$ cat config.mk
export PLATFORM = sky130hd
export DESIGN_NAME = uart_tx_arbiter
export DESIGN_NICKNAME = d
export VERILOG_FILES = /design/src/rtl/uart_pkg.sv /design/src/rtl/rr_arbiter.sv /design/src/rtl/uart_tx_arbiter.sv
export SDC_FILE = /design/constraint.sdc
export NUM_CORES = 1
export LEC_CHECK = 0
export CAP_MARGIN = 5
export CORE_MARGIN = 3
export CORE_UTILIZATION = 43
export CTS_CLUSTER_SIZE = 30
export DETAILED_ROUTE_END_ITERATION = 10
export PLACE_DENSITY_LB_ADDON = 0.2
export SLEW_MARGIN = 20
export SYNTH_ARGS = -nofsm -noshare
export SYNTH_HDL_FRONTEND = slang
export SYNTH_SLANG_ARGS = --single-unit
$ cat constraint.sdc
create_clock -name sys_clk -period 3.7 [get_ports sys_clk]
set_input_delay 0.37 -clock sys_clk [delete_from_list [all_inputs] [get_ports sys_clk]]
set_output_delay 0.37 -clock sys_clk [all_outputs]
set_load 0.1 [all_outputs]
$ cat src/rtl/uart_pkg.sv
// Shared constants and FSM state encoding for the UART transmit arbiter.
package uart_pkg;

   localparam int unsigned UART_DATA_W         = 8;
   localparam int unsigned DEFAULT_ACK_TIMEOUT = 256;
   localparam int unsigned DEFAULT_GAP_CYCLES  = 32;

   typedef enum logic [2:0] {
      StIdle  = 3'd0,
      StGrant = 3'd1,
      StStart = 3'd2,
      StBusy  = 3'd3,
      StGap   = 3'd4
   } tx_state_e;

   // Round-robin pointer value following a grant of idx among n requesters.
   function automatic int unsigned rr_next(input int unsigned idx, input int unsigned n);
      return (idx + 1 >= n) ? 0 : idx + 1;
   endfunction

endpackage

$ cat src/rtl/rr_arbiter.sv
// Combinational round-robin pick: first set request at or after ptr, cyclically.
module rr_arbiter #(
   parameter int unsigned NUM_REQ = 4
) (
   input  logic [NUM_REQ-1:0]         req,
   input  logic [$clog2(NUM_REQ)-1:0] ptr,
   output logic                       any,
   output logic [$clog2(NUM_REQ)-1:0] winner
);

   localparam int unsigned IdxW = $clog2(NUM_REQ);

   // Scan from the farthest offset back to the pointer so the nearest set bit wins.
   always_comb begin
      int unsigned idx;
      idx    = 0;
      any    = 1'b0;
      winner = '0;
      for (int off = NUM_REQ - 1; off >= 0; off--) begin
         idx = (32'(ptr) + 32'(off)) % NUM_REQ;
         if (req[idx[IdxW-1:0]]) begin
            any    = 1'b1;
            winner = idx[IdxW-1:0];
         end
      end
   end

endmodule

$ cat src/rtl/uart_tx_arbiter.sv
// Round-robin front end sharing one UART transmitter among several byte producers.
module uart_tx_arbiter
   import uart_pkg::*;
#(
   parameter int unsigned NUM_REQ     = 4,
   parameter int unsigned DATA_W      = UART_DATA_W,
   parameter int unsigned ACK_TIMEOUT = DEFAULT_ACK_TIMEOUT,
   parameter int unsigned GAP_CYCLES  = DEFAULT_GAP_CYCLES
) (
   input  logic                        sys_clk,
   input  logic                        rst,
   input  logic [NUM_REQ-1:0]          req_valid,
   input  logic [NUM_REQ*DATA_W-1:0]   req_data,
   input  logic [NUM_REQ-1:0]          req_odd,
   output logic [NUM_REQ-1:0]          req_ready,
   output logic                        tx_enable,
   output logic [DATA_W-1:0]           tx_data,
   output logic                        even_odd,
   input  logic                        busy_tx,
   output logic [$clog2(NUM_REQ)-1:0]  grant_id,
   output logic                        frame_done,
   output logic                        timeout_err
);

   localparam int unsigned IdxW = $clog2(NUM_REQ);
   localparam int unsigned ToW  = $clog2(ACK_TIMEOUT) + 1;
   localparam int unsigned GapW = $clog2(GAP_CYCLES + 1);

   localparam logic [ToW-1:0]  ToLast  = ToW'(ACK_TIMEOUT - 1);
   localparam logic [GapW-1:0] GapLast = GapW'(GAP_CYCLES - 1);

   tx_state_e          state;
   logic [IdxW-1:0]    ptr;
   logic [ToW-1:0]     to_cnt;
   logic [GapW-1:0]    gap_cnt;
   logic               busy_meta;
   logic               busy_s;
   logic               arb_any;
   logic [IdxW-1:0]    arb_winner;
   logic [DATA_W-1:0]  req_bytes [NUM_REQ];

   for (genvar g = 0; g < NUM_REQ; g++) begin : g_split
      assign req_bytes[g] = req_data[g*DATA_W +: DATA_W];
   end

   rr_arbiter #(
      .NUM_REQ (NUM_REQ)
   ) u_rr_arbiter (
      .req    (req_valid),
      .ptr    (ptr),
      .any    (arb_any),
      .winner (arb_winner)
   );

   // Two-flop synchronizer for the transmitter's busy flag (baud-clock domain).
   always_ff @(posedge sys_clk or negedge rst) begin
      if (!rst) begin
         busy_meta <= 1'b0;
         busy_s    <= 1'b0;
      end else begin
         busy_meta <= busy_tx;
         busy_s    <= busy_meta;
      end
   end

   // Frame sequencing FSM with registered handshake, transmitter and status outputs.
   always_ff @(posedge sys_clk or negedge rst) begin
      if (!rst) begin
         state       <= StIdle;
         ptr         <= '0;
         grant_id    <= '0;
         req_ready   <= '0;
         tx_enable   <= 1'b0;
         tx_data     <= '0;
         even_odd    <= 1'b0;
         frame_done  <= 1'b0;
         timeout_err <= 1'b0;
         to_cnt      <= '0;
         gap_cnt     <= '0;
      end else begin
         req_ready   <= '0;
         frame_done  <= 1'b0;
         timeout_err <= 1'b0;
         case (state)
            StIdle: begin
               if (arb_any) begin
                  grant_id  <= arb_winner;
                  req_ready <= NUM_REQ'(1) << arb_winner;
                  state     <= StGrant;
               end
            end
            StGrant: begin
               // Requester still holds its byte while ready is high, so capture here.
               tx_data   <= req_bytes[grant_id];
               even_odd  <= req_odd[grant_id];
               ptr       <= IdxW'(rr_next(32'(grant_id), NUM_REQ));
               to_cnt    <= '0;
               tx_enable <= 1'b1;
               state     <= StStart;
            end
            StStart: begin
               // A busy rise takes priority over a simultaneous timeout expiry.
               if (busy_s) begin
                  tx_enable <= 1'b0;
                  state     <= StBusy;
               end else if (to_cnt == ToLast) begin
                  tx_enable   <= 1'b0;
                  timeout_err <= 1'b1;
                  gap_cnt     <= '0;
                  state       <= StGap;
               end else begin
                  to_cnt <= to_cnt + 1'b1;
               end
            end
            StBusy: begin
               if (!busy_s) begin
                  frame_done <= 1'b1;
                  gap_cnt    <= '0;
                  state      <= StGap;
               end
            end
            StGap: begin
               if (gap_cnt == GapLast) begin
                  state <= StIdle;
               end else begin
                  gap_cnt <= gap_cnt + 1'b1;
               end
            end
            default: state <= StIdle;
         endcase
      end
   end

endmodule

Word-level counts from Yosys, hierarchy flattened
Cells that the tools add are included.
Widths: inputs -> output; s select.
{"block": "totals", "ff_bits": 40, "inputBits": 43, "output_inout_bits": 18, "elab_cells": 96}
{"block": "classes", "n_addsub": 6, "n_lt_le_gt_ge": 7, "n_eq_ne": 14, "shift": 1, "n_mux": 46, "n_bitwise": 1, "n_reduce_logical": 8}
{"cell": "$mux 6", "n": 4}
{"cell": "$mux 9", "n": 2}
{"cell": "$pmux 6 s3", "n": 1}
{"cell": "$pmux 9 s2", "n": 1}
{"cell": "$bmux 8 s2", "n": 1}
{"cell": "$mux 1", "n": 16}
{"cell": "$mux 8", "n": 2}
{"cell": "$lt 2x3->1 const B", "n": 5}
{"cell": "$mux 3", "n": 5}
{"cell": "$pmux 3 s5", "n": 1}
{"cell": "$ne 2x2->1 const B", "n": 7}
{"cell": "$bmux 1 s2", "n": 5}
{"cell": "$mux 2", "n": 5}
{"cell": "$add 9x1->9 const B", "n": 1}
{"cell": "$eq 9x8->1 const B", "n": 1}
{"cell": "$mux 4", "n": 2}
{"cell": "$add 6x1->6 const B", "n": 1}
{"cell": "$eq 3x2->1 const B", "n": 2}
{"cell": "$eq 6x5->1 const B", "n": 1}
{"cell": "$ge 3x3->1 const B", "n": 2}
{"cell": "$reduce_and 5->1", "n": 1}
{"cell": "$add 2x2->2 const B", "n": 2}
{"cell": "$reduce_and 2->1", "n": 2}
{"cell": "$reduce_and 4->1", "n": 1}
{"cell": "other kinds (12)", "n": 12}

Longest topological paths before layout
Gate-level depths: netlist of the first run.
{"block": "depth", "ltp_word": 10, "mapped_depth": 8, "ltp_nobuf": 8}

Hierarchy
Synthesis of the first run repeated with hierarchy kept, for this count alone.
{"block": "unflattened", "hier_cells": 184, "area_unflattened_um2": 2102.0}
{"mod": "uart_tx_arbiter", "instances": 1, "cells_per_inst": 171, "area_per_inst_um2": 2024.4, "seq_area_each_um2": 1001.0}
{"mod": "rr_arbiter", "instances": 1, "cells_per_inst": 13, "area_per_inst_um2": 77.6, "seq_area_each_um2": 0.0}

Least setup slack after synthesis of the first run
No wires, ideal clock.
{"block": "synth_path", "kind": "register -> register", "startpoint": "register grant_id[0]", "endpoint": "register even_odd", "setup_ns": 0.120, "arrival_ns": 1.991, "t_required_ns": 3.580, "slack_ns": 1.589, "stages_incl_launch_ff": 5, "path_buffers": 1, "synth_period_minus_slack_ns": 2.111, "cell_sequence": "dfrtp_1 buf_2 mux4_2 nand2_1 nand2_1"}
{"block": "synth_between", "elab_chain_cells": 2}
{"element": "from (decl)", "line_no": "uart_tx_arbiter.sv:20", "rtl": "output logic [$clog2(NUM_REQ)-1:0] grant_id,"}
{"element": "from (signal assigned)", "line_no": "uart_tx_arbiter.sv:87", "rtl": "grant_id <= arb_winner;"}
{"element": "$bmux 1 s2", "line_no": "uart_tx_arbiter.sv:95", "rtl": "even_odd <= req_odd[grant_id];"}
{"element": "$mux 1 (implied by the code)", "line_no": "uart_tx_arbiter.sv:95"}
{"element": "to (signal assigned)", "line_no": "uart_tx_arbiter.sv:95"}
{"element": "to (decl)", "line_no": "uart_tx_arbiter.sv:18", "rtl": "output logic even_odd,"}
No other way between the ends. The select of a mux whose other input is x is not followed.
A chain may end at the register's enable or synchronous reset.

Worst setup path in the final report of the first run
{"block": "layout_path", "startpoint": "register grant_id[1]", "endpoint": "output port grant_id[1]"}
No word-level cell between the ends.

==> summary.md, run 1 <==
| Metric | Value |
|---|---|
| Clock sink count | 40 |
| Ant. Diodes | 0 |
| Slowest CP cell | clkdlybuf4s50_1 |
| Pins Over Slew Limit | 0 |
| Routed length per instance | 13.96 um |
| Post-synth top cells | dfrtp_1 (40), nand2_1 (40), nor2_1 (17), a21oi_1 (10), mux4_2 (9) |
| Critical path, cell by cell | clkdlybuf4s50_1 |
| First-pass GRT wire length | 7797 um |
| Maximum VDD drop | 0.5453 mV |
| Endpoints failing setup | 0 |
| Die width | 76.29 um |
| Final GP Congestion | 0.8450 |
| Fraction of layout cells with a size suffix above 1 | 10.34% |
| Hold_buf cts | 0 |
| Clock Pin Slew Worst Setup and Hold Paths | 0.08 ns |
| Final Hold Viols | 0 |
| Total GRT Usage | 16.53% |
| Synth area leader | dfrtp_1 |
| Antenna violations before repair | 0 |
| CTS root buffer | clkbuf_8 |
| Fraction of registers with async set/reset | 100.0% |
| Max cap viols | 0 |
| Synthesized Nets | 246 |
| Antenna-violating nets left | 0 |
| CTS HTree Levels | 2 |
| CP Launch Type | flop |
| Mean post-synth cell area | 10.68 sq um |
| Crit end category | primary output |
| Synthesized flop and latch total | 40 |
| CTS resizes | 0 |
| Worst path bufs/invs | 1 |
| Initial Util | 46.55% |
| DRC viols | 0 |
| Setup Skew | 0.003818 ns |
| CP max stage delay | 1.23 ns |
| Pwr dens | 852.0 nW/um^2 |
| Unique masters post-synth | 48 |
| Static Leakage | 1.267 nW |
| Syn-to-layout area delta | 35.34% |
| Mapped Area | 2125 sq um |
| Largest net degree at the start of global routing | 41 |
| Drt via density | 5.196 |
| Core area | 4564 sq um |
| Hold WC Path Type | input pin to async pin |
| Yosys Warn Count | 0 |
| Sum Neg Setup Slack | 0 ns |
| Post-place setup slack | 1.500 ns |
| Skew-Pair Late Insertion Delay | 0.30 ns |
| Dpl hpwl | 3322 um |
| CTS Buf Count | 5 |
| Rows | 24 |
| # port buffers | 60 |
| 1st-iter DRT viols | 107 |
| Outcome | completed |
| Post-synth EDFFs | 0 |
| Total grt overflow | 0 |
| Synth top area share | 47.11% |
| Arrival time worst endpoint | 2.15 ns |
| Mapped Cells | 199 |
| RSZ-0062 raised after global routing | no |
| Prevailing post-synth register cell | dfrtp_1 |
| Setup bufs post-CTS | 0 |
| Total number of vias | 1694 |
| CP top delay family | buffers and inverters |
| # IOs | 61 |
| Area contributors post-synth | dfrtp_1 (47%), mux4_2 (9.5%), nand2_1 (7.1%) |
| TritonCTS clock tree | built |
| Worst slew pin tran | 0.9972 ns |
| Vias in the first global route | 1667 |
| WS Path Type | flop to primary output |
| First drt pass iteration count | 4 |
| Slew HR | 33.31% |
| Critical Path RT | 3.33 ns |
| Total routed wirelength | 4551 um |
| Critical Path Fanout Max | 12 |
| Fmax | 397.2 MHz |
| Setup ws final | 1.182 ns |
| Die height | 76.29 um |
| Seq/Total Area, Yosys | 47.11% |
| Bufs on Longest Clock Path | 2 |
| Tmin final | 2.518 ns |
| Final Cycle Share | 68.05% |
| Die area | 5820 sq um |
| Final nets | 307 |
[flip-flops by register name, indices dropped and copies added (netlist names), 2 cells and up]
name,flops
grant_id,2
ptr,2
to_cnt,9
req_ready,4
gap_cnt,6
state,3
tx_data,8
[cell type report]
cell class / instances / area [sq um]
clock buffer: 5 / 68.82
clock inverter: 3 / 42.54
fill: 377 / 1689
inverter: 6 / 22.52
multi-input combinational: 146 / 1056
sequential: 40 / 1001
tap: 65 / 81.33
timing repair buffer: 61 / 603.1
[per-stage QoR]
| stage | utilization (%) | hold slack (ns) | instances | total power [W] | cell area [sq um] |
|---|---|---|---|---|---|
| floorplan | - | 0.07441 | 199 | 0.001790 | 2125 |
| global placement | 60.55 | 0.3456 | 318 | 0.002088 | 2764 |
| detailed placement | 60.55 | 0.3434 | 318 | 0.002106 | 2764 |
| CTS | 62.99 | 0.2169 | 326 | 0.002471 | 2875 |
| global route | 62.99 | 0.2513 | 326 | 0.002598 | 2875 |
| finish | 62.99 | 0.1739 | 326 | 0.002450 | 2875 |
[metal layers]
| metal | part of all wire (%) | GRT usage [%] | vias up | wire [um] |
|---|---|---|---|---|
| met5 | 0 | 0 | - | 0 |
| met4 | 1.1 | 4.348 | 0 | 52 |
| met3 | 6.1 | 6.147 | 6 | 277 |
| met2 | 47 | 26.01 | 45 | 2139 |
| met1 | 46 | 21.55 | 799 | 2082 |
| li1 | - | - | 844 | - |
[path summary, 6_finish.rpt]
| path | start | endpoint | slack (ns) | depth (start not counted) |
|---|---|---|---|---|
| min reg2reg | busy_meta | busy_s | 0.36 | 0 |
| max in group asynchronous | rst | gap_cnt[2] | 2.99 | 1 |
| max | grant_id[1] | grant_id[1] | 1.18 | 1 |
| min | rst | to_cnt[3] | 0.17 | 1 |
| min in group sys_clk | busy_meta | busy_s | 0.36 | 0 |
| max reg2reg | to_cnt[3] | to_cnt[1] | 1.62 | 7 |
[power by group]
part / leakage (nW) / switching (W) / internal, W / total (W)
logic: 0.691 / 0.000911 / 0.000436 / 0.00135
clock network: 0.0541 / 0.000157 / 0.000200 / 0.000357
registers: 0.521 / 0.000176 / 0.000570 / 0.000746
[cells by family (layout without fill, tap and decap cells)]
kind of cell / count (synthesis) / count (layout) / synth area share [%]
and+or+nand+nor: 89 / 89 / 23.09
muxes: 10 / 10 / 10.07
buffers and inverters: 13 / 75 / 3.180
xor gates and xnor gates: 5 / 5 / 2.061
AOI/OAI and AO/OA: 38 / 38 / 12.13
adders and majority gates: 4 / 4 / 2.356
DFF: 40 / 40 / 47.11
[layout by cell type (no fill, tap or decap), types with 2 or more instances in the layout]
cell,n
clkdlybuf4s50_1,59
nand2_1,40
dfrtp_1,40
nor2_1,17
a21oi_1,10
mux4_2,9
nor2b_1,6
o21ai_0,6
inv_1,5
clkbuf_8,5
and3_1,4
a22o_1,4
xor2_1,4
ha_1,4
and3b_1,3
o211ai_1,3
and4_1,2
nor4b_1,2
nand2b_1,2
nor3_1,2
o21a_1,2
o21ai_1,2
o2111ai_1,2
No activity file was read; power rests on OpenSTA's default activity.
==> run 2, diff against run 1 <==
Clock period 3.7 ns to 2.1 ns, I/O delays scaled along.
==> summary.md, run 2 (synthesis results as in run 1) <==
| Metric | Value |
|---|---|
| CP Launch Type | flop |
| Routed length per instance | 13.92 um |
| Outcome | completed |
| Pins Over Slew Limit | 0 |
| Fillcell total | 400 |
| Power Total | 0.004287 W |
| Setup Skew | 0.005791 ns |
| First drt pass iteration count | 4 |
| CTS Buf Count | 5 |
| Pwr dens | 1488 nW/um^2 |
| Maximum VDD drop | 0.9392 mV |
| Total routed wirelength | 4621 um |
| CTS root buffer | clkbuf_8 |
| Clock sink count | 40 |
| Crit end category | flop |
| Final nets | 313 |
| Max FFs per register | 9 |
| # IOs | 61 |
| Endpoints failing setup | 0 |
| Die height | 76.29 um |
| Sum Neg Setup Slack | 0 ns |
| # port buffers | 60 |
| Tmin final | 1.927 ns |
| Largest regs | to_cnt x9, tx_data x8, gap_cnt x6 |
| First-pass GRT wire length | 7962 um |
| Critical Path Fanout Max | 6 |
| TritonCTS clock tree | built |
| Final Cycle Share | 91.78% |
| Arrival time worst endpoint | 2.15 ns |
| Clock Pin Slew Worst Setup and Hold Paths | 0.08 ns |
| Rows | 24 |
| Multi-input logic area | 1061 sq um |
| Slew HR | 60.78% |
| Top reg by flops | to_cnt |
| Final GP Congestion | 0.7896 |
| Ant. Diodes | 0 |
| Vias in the first global route | 1677 |
| 1st-iter DRT viols | 70 |
| Largest net degree at the start of global routing | 26 |
| Post-DP Area | 2758 sq um |
| Static Leakage | 1.321 nW |
| Hold WC Path Type | input pin to async pin |
| Bufs on Longest Clock Path | 2 |
| Drt via density | 5.072 |
| Die width | 76.29 um |
| Dpl hpwl | 3489 um |
| Register area | 1002 sq um |
| Skew-Pair Late Insertion Delay | 0.29 ns |
| Critical Path RT | 2.32 ns |
| Core area | 4564 sq um |
| Die area | 5820 sq um |
| Fmax | 518.8 MHz |
| Fin area | 2880 sq um |
| Antenna violations before repair | 0 |
| CTS HTree Levels | 2 |
| Total number of vias | 1684 |
| Antenna-violating nets left | 0 |
| Total GRT Usage | 16.99% |
| Final Hold Viols | 0 |
| RSZ-0062 raised after global routing | no |
| DRC viols | 0 |
| Max cap viols | 0 |
| Most frequent cells in the layout | clkdlybuf4s50_1 (41), nand2_1 (40), dfrtp_1 (39), buf_4 (24), nor2_1 (17) |
| Total grt overflow | 0 |
| Initial Util | 46.55% |
| Worst slew pin tran | 0.5883 ns |
| Commonest non-fill, non-tap cell in the layout | clkdlybuf4s50_1 |
| Syn-to-layout area delta | 35.57% |
| WS Path Type | flop to flop |
| Fraction of layout cells with a size suffix above 1 | 19.48% |
==> run 2: report_power, final <==
| part | internal (W) | switching [W] |
|---|---|---|
| clock | 0.000353 | 0.000260 |
| combinational | 0.000743 | 0.00161 |
| sequential | 0.00101 | 0.000315 |
==> run 2: cell type report <==
type,instances,share of cell area [%]
well taps,65,2.824
multi-input cells,146,36.84
flip-flops and latches,40,34.80
clock buffers,6,2.520
repair buffers,67,21.03
clock inverters,2,1.216
inverters,6,0.7819
==> run 2: path summary, 6_finish.rpt <==
| kind | start | endpoint | slack (ns) | depth (start not counted) |
|---|---|---|---|---|
| min in group sys_clk | busy_tx | busy_meta | 0.36 | 1 |
| worst max register to register | to_cnt[5] | to_cnt[5] | 0.17 | 7 |
| max in group asynchronous | rst | grant_id[0] | 1.09 | 3 |
| worst max-delay path | to_cnt[5] | to_cnt[5] | 0.17 | 7 |
| worst min-delay path | rst | to_cnt[5] | 0.35 | 2 |
| worst min register to register | busy_meta | busy_s | 0.36 | 0 |
==> run 2: what timing repair did <==
action                                  in CTS  in global routing
endpoints found under the setup margin       0                  1
gates resized for setup                      0                  2
setup buffers                                0                  0
hold buffers                                 1                  0
hold endpoints to repair                    15                  0
==> run 2: routing by layer <==
metal	global-route usage, %	part of all wire, %
met1	23.05	47
met2	25.83	46
met3	5.319	5.5
met4	5.616	1.3
met5	0	0
==> run 2: metrics by stage <==
| stage | util (%) | cells | hold slack [ns] | setup WS [ns] |
|---|---|---|---|---|
| 4_1_cts | 62.99 | 332 | 0.3471 | 0.1019 |
| 2_1_floorplan | - | 199 | -0.08559 | 0.2202 |
| 5_1_grt | 63.10 | 332 | 0.3668 | 0.03442 |
| 3_3_place_gp | 60.42 | 323 | 0.1405 | 0.1543 |
| 6_report | 63.10 | 332 | 0.3507 | 0.1725 |
| 3_5_place_dp | 60.42 | 323 | 0.1373 | 0.1252 |
==> run 2: worst max-delay path: stages, from the launching register on <==
cell and delay (ns):
dfrtp_1 0.40, and4_4 0.20, and4_1 0.20, ha_2 0.20, nor4b_4 0.37, o211ai_1 0.14
or2_0 0.21, a21oi_1 0.13
==> run 3, diff against run 2 <==
Settings changed: HOLD_SLACK_MARGIN from default to 0.1.
==> results of run 3 <==
Same layout as run 2: the final DEF is identical, and so are final timing and power.
